--- config.mk ---
export PLATFORM = sky130hd
export DESIGN_NAME = config_uart_tx
export DESIGN_NICKNAME = d
export VERILOG_FILES = /design/src/rtl/config_uart_tx.sv
export SDC_FILE = /design/constraint.sdc
export NUM_CORES = 1
export LEC_CHECK = 0
export CAP_MARGIN = 30
export CORE_ASPECT_RATIO = 0.6
export CORE_MARGIN = 2
export CORE_UTILIZATION = 50
export CTS_CLUSTER_DIAMETER = 80
export DETAILED_ROUTE_END_ITERATION = 8
export PLACE_DENSITY = 0.69
export SETUP_SLACK_MARGIN = 0.15
export SLEW_MARGIN = 25
export SYNTH_ARGS = -nofsm -noshare
export SYNTH_HDL_FRONTEND = slang
export SYNTH_SLANG_ARGS = --single-unit
--- constraint.sdc ---
create_clock -name CLK -period 4.03 [get_ports CLK]
set_input_delay 0.806 -clock CLK [delete_from_list [all_inputs] [get_ports CLK]]
set_output_delay 0.806 -clock CLK [all_outputs]
set_load 0.01 [all_outputs]
--- src/rtl/config_uart_tx.sv ---
// 8N1 LSB-first UART transmitter feeding the fabric configuration Rx pin.
// Bytes enter through a valid/ready FIFO and leave back-to-back with no idle gap.
module config_uart_tx #(
  parameter int CLKS_PER_BIT = 16,
  parameter int FIFO_DEPTH   = 8,
  parameter int COUNT_WIDTH  = 16
) (
  input  logic                   CLK,
  input  logic                   resetn,
  input  logic [7:0]             s_data,
  input  logic                   s_valid,
  output logic                   s_ready,
  output logic                   Tx,
  output logic                   busy,
  output logic [COUNT_WIDTH-1:0] frames_sent
);

  localparam int AW = $clog2(FIFO_DEPTH);
  localparam int BW = (CLKS_PER_BIT > 1) ? $clog2(CLKS_PER_BIT) : 1;
  localparam logic [BW-1:0] BAUD_LAST = BW'(CLKS_PER_BIT - 1);

  typedef enum logic [1:0] {IDLE, START, DATA, STOP} state_t;

  logic [7:0]             mem [FIFO_DEPTH];
  logic [AW:0]            wr_ptr_q, wr_ptr_d;
  logic [AW:0]            rd_ptr_q, rd_ptr_d;
  logic                   s_ready_q, s_ready_d;
  state_t                 state_q, state_d;
  logic [BW-1:0]          baud_q, baud_d;
  logic [2:0]             bit_idx_q, bit_idx_d;
  logic [7:0]             shift_q, shift_d;
  logic                   tx_q, tx_d;
  logic [COUNT_WIDTH-1:0] frames_q, frames_d;

  logic       fifo_empty;
  logic       push;
  logic       pop;
  logic       baud_last;
  logic [7:0] head;

  assign fifo_empty = (wr_ptr_q == rd_ptr_q);
  assign head       = mem[rd_ptr_q[AW-1:0]];
  assign baud_last  = (baud_q == BAUD_LAST);
  assign push       = s_valid & s_ready_q;

  // Storage is not reset: stale contents are unreachable once the pointers clear.
  always_ff @(posedge CLK) begin
    if (push) begin
      mem[wr_ptr_q[AW-1:0]] <= s_data;
    end
  end

  always_comb begin
    state_d   = state_q;
    baud_d    = baud_q;
    bit_idx_d = bit_idx_q;
    shift_d   = shift_q;
    tx_d      = tx_q;
    frames_d  = frames_q;
    pop       = 1'b0;

    case (state_q)
      IDLE: begin
        tx_d   = 1'b1;
        baud_d = '0;
        if (!fifo_empty) begin
          pop     = 1'b1;
          shift_d = head;
          state_d = START;
          tx_d    = 1'b0;
        end
      end

      START: begin
        baud_d = baud_last ? '0 : baud_q + BW'(1);
        if (baud_last) begin
          state_d   = DATA;
          bit_idx_d = '0;
          tx_d      = shift_q[0];
        end
      end

      DATA: begin
        baud_d = baud_last ? '0 : baud_q + BW'(1);
        if (baud_last) begin
          if (bit_idx_q == 3'd7) begin
            state_d = STOP;
            tx_d    = 1'b1;
          end else begin
            // Next bit is already sitting at shift_q[1]; drive it from the same edge.
            shift_d   = {1'b0, shift_q[7:1]};
            bit_idx_d = bit_idx_q + 3'd1;
            tx_d      = shift_q[1];
          end
        end
      end

      STOP: begin
        baud_d = baud_last ? '0 : baud_q + BW'(1);
        if (baud_last) begin
          frames_d = frames_q + COUNT_WIDTH'(1);
          if (!fifo_empty) begin
            pop     = 1'b1;
            shift_d = head;
            state_d = START;
            tx_d    = 1'b0;
          end else begin
            state_d = IDLE;
            tx_d    = 1'b1;
          end
        end
      end

      default: begin
        state_d = IDLE;
        tx_d    = 1'b1;
      end
    endcase
  end

  always_comb begin
    wr_ptr_d  = wr_ptr_q + (AW+1)'(push);
    rd_ptr_d  = rd_ptr_q + (AW+1)'(pop);
    // Full when the pointers differ only in the wrap bit.
    s_ready_d = ((wr_ptr_d ^ rd_ptr_d) != {1'b1, {AW{1'b0}}});
  end

  always_ff @(posedge CLK or negedge resetn) begin
    if (!resetn) begin
      wr_ptr_q  <= '0;
      rd_ptr_q  <= '0;
      s_ready_q <= 1'b1;
      state_q   <= IDLE;
      baud_q    <= '0;
      bit_idx_q <= '0;
      shift_q   <= '0;
      tx_q      <= 1'b1;
      frames_q  <= '0;
    end else begin
      wr_ptr_q  <= wr_ptr_d;
      rd_ptr_q  <= rd_ptr_d;
      s_ready_q <= s_ready_d;
      state_q   <= state_d;
      baud_q    <= baud_d;
      bit_idx_q <= bit_idx_d;
      shift_q   <= shift_d;
      tx_q      <= tx_d;
      frames_q  <= frames_d;
    end
  end

  assign s_ready     = s_ready_q;
  assign Tx          = tx_q;
  assign busy        = (state_q != IDLE) | ~fifo_empty;
  assign frames_sent = frames_q;

endmodule

==> results.sh <==
export IMPL_antenna_found_initial=0
export IMPL_post_cts_resized=0
export IMPL_critical_path_class="reg -> out"
export IMPL_syn_cell_area_sq_um=4570
export IMPL_cp_max_fo=17
export IMPL_ant_nets=0
export IMPL_num_antenna_cells=0
export IMPL_routedWlPerCell_um=18.6
export IMPL_seq_area_sq_um=3000
export IMPL_ys_ff_latch=107
export IMPL_ys_seq_area_share_pct=65.6
export IMPL_place_hpwl_um=6060
export IMPL_drt_iter0_markers=213
export IMPL_cts_reportedPaths_clkPinSlew_ns=0.07
export IMPL_fillers=679
export IMPL_static_leakage_power_nw=1.98
export IMPL_cts_root_buffer="clkbuf_16"
export IMPL_async_flop_share_pct=40.2
export IMPL_max_cap_violations=0
export IMPL_synth_edf_count=64
export IMPL_ff2ff_setup_slack_ns=1.66
export IMPL_cts_setup_buffers=0
export IMPL_cp_startpoint="rd_ptr_q[0]"
export IMPL_fin_crit_ns=2.90
export IMPL_fin_ws_ns=1.13
export IMPL_avgViaCountPerCell=5.62
export IMPL_gp_congestion=0.761
export IMPL_hold_class="in -> async"
export IMPL_num_rows=26
export IMPL_slew_violations=0
export IMPL_vias=2559
export IMPL_cts_buffer_depth=2
export IMPL_clock_skew_final_ns=0.00705
export IMPL_grt_pass1_wl_um=14400
export IMPL_die_w_um=127
export IMPL_area_delta_synth_final_pct=15.4
export IMPL_critPathArrivalTime_ns=2.09
export IMPL_relSlewSlack_pct=46.8
export IMPL_worst_slew_pin_transition_ns=0.796
export IMPL_placed_cells=439
export IMPL_ir_drop_mv=0.311
export IMPL_hold_buffers=0
export IMPL_layout_cells_non_filler=455
export IMPL_pin_count=30
export IMPL_cp_required_ns=3.22
export IMPL_grt_max_degree=31
export IMPL_clock_latency_ns=0.35
export IMPL_grt_pass1_vias=2630
export IMPL_crit_reg2reg_launch="baud_q[0]"
export IMPL_final_cell_mix="64 x edfxtp_1, 41 x dfrtp_1, 28 x clkdlybuf4s50_1, 22 x xnor2_1, 22 x nand2_1"
export IMPL_die_h_um=78.1
export IMPL_max_freq_mhz=345
export IMPL_r2r_cells=9
export IMPL_syn_avg_cell_area_sq_um=15.2
export IMPL_die_area_sq_um=9950
export IMPL_grt_overflow_total=0
export IMPL_p_per_area_nw_per_um2=680
export IMPL_ys_flop_type="edfxtp_1"
export IMPL_period_share_pct=71.9
export IMPL_setup_viol=0
export IMPL_cts_htree_levels=3
export IMPL_cts_tree="yes"
export IMPL_nNetsFinal=362
export IMPL_yosysUniqueCellTypes=41
export IMPL_p_total_mw=3.59
export IMPL_endpoint_kind="primary output"
export IMPL_io_buffers=29
export IMPL_firstDrtPassIters=4
export IMPL_final_hold_viol_count=0
export IMPL_setup_tns_ns=0
export IMPL_multi_input_area_sq_um=1470
export IMPL_cts_sinks=107
export IMPL_initial_core_util_pct=52.7
export IMPL_drc_errors=0
export IMPL_rsz0062_at_grt="no"
export IMPL_layout_commonest_cell="edfxtp_1"
export IMPL_place_ws_ns=1.44
export IMPL_status="finished clean"
export IMPL_yosys_warnings=0
export IMPL_core_area_sq_um=8690
export IMPL_drive_above_1_share_pct=14.0
export IMPL_routed_wl_um=8480
export IMPL_cts_buffers=9
export IMPL_syn_inst=301
export IMPL_synth_nets=325
export IMPL_r2r_end="s_ready"
export IMPL_grt_total_usage_pct=19.7
export IMPL_cp_start_kind="flip-flop"
## flip-flops by register name, indices dropped and copies added, names as in the netlist
register and count:
mem 64, frames_sent 16, shift_q 8, baud_q 4
rd_ptr_q 4, wr_ptr_q 4, bit_idx_q 3, state_q 2
Tx 1, s_ready 1
## cells in the mapped netlist, types with 2 or more instances
library cell	instances	area (sq um)
nand4_1	6	37.5
nand3_1	11	55.1
mux2_2	3	33.8
a21oi_1	4	20.0
nor3_2	2	20.0
o221ai_1	5	43.8
buf_2	4	20.0
nand2b_1	5	31.3
a22o_1	3	26.3
dfrtp_1	41	1030
dfstp_2	2	52.6
ha_1	13	163
mux2i_1	7	70.1
mux4_2	16	360
o21ai_0	8	40.0
nand2_1	22	82.6
nor2_1	12	45.0
o21ai_1	3	15.0
xnor2_1	22	193
edfxtp_1	64	1920
inv_1	12	45.0
buf_4	4	30.0
xor2_1	6	52.6
nor3_1	6	30.0
or3_1	2	12.5
and3_1	2	12.5
o211ai_1	2	15.0
## where the power goes
part	internal, mW	leakage (nW)	switching [mW]
clock network	0.457	0.141	0.370
logic	0.564	0.704	0.656
registers	1.40	1.13	0.142
total	2.42	1.98	1.17
## how the worst max path moves through the flow
stage / end / cells past startpoint
after floorplan: mem[0][0] / 3
after global placement: mem[2][3] / 4
after detailed placement: mem[2][3] / 4
after CTS: busy / 5
after global routing: busy / 5
final: busy / 5
## logic make-up after synthesis
| group | synth area share [%] |
|---|---|
| DFF | 65.6 |
| and+or+nand+nor | 8.29 |
| AOI/OAI and AO/OA | 4.73 |
| xor gates and xnor gates | 5.36 |
| muxes | 10.1 |
| buffers and inverters | 2.32 |
| adders and majority gates | 3.56 |
## layout make-up
class / count / share of cell area (%)
Inverter: 12 / 0.853
Multi-Input combinational cell: 173 / 27.8
Sequential cell: 107 / 56.8
Tap cell: 112 / 2.65
Clock buffer: 12 / 4.91
Timing Repair Buffer: 35 / 6.49
Clock inverter: 4 / 0.450
## layer usage
layer  global-route usage, %  vias to the layer above  wire [um]  share of wire (%)
met5                       0                        -          0                  0
met4                    5.60                        0         78               0.92
met3                    5.79                        8        490                5.8
met2                    26.5                       69       3590                 42
met1                    31.2                     1281       4330                 51
li1                        -                     1201          -                  -
## per-stage QoR
stage                     area, sq um  hold WS [ns]  utilization (%)
final                            5280         0.362             60.8
after floorplan                  4570         0.456                -
after global placement           4980         0.459             57.3
after global routing             5280         0.367             60.8
after detailed placement         5000         0.474             57.5
after CTS                        5280         0.361             60.8
## critical path: stages (launching register included)
cell,delay [ns]
dfrtp_1,0.37
buf_4,0.23
xnor2_1,0.26
and4_4,0.32
nand2_1,0.08
clkdlybuf4s50_1,0.48
Power figures use the tool's default switching activity.
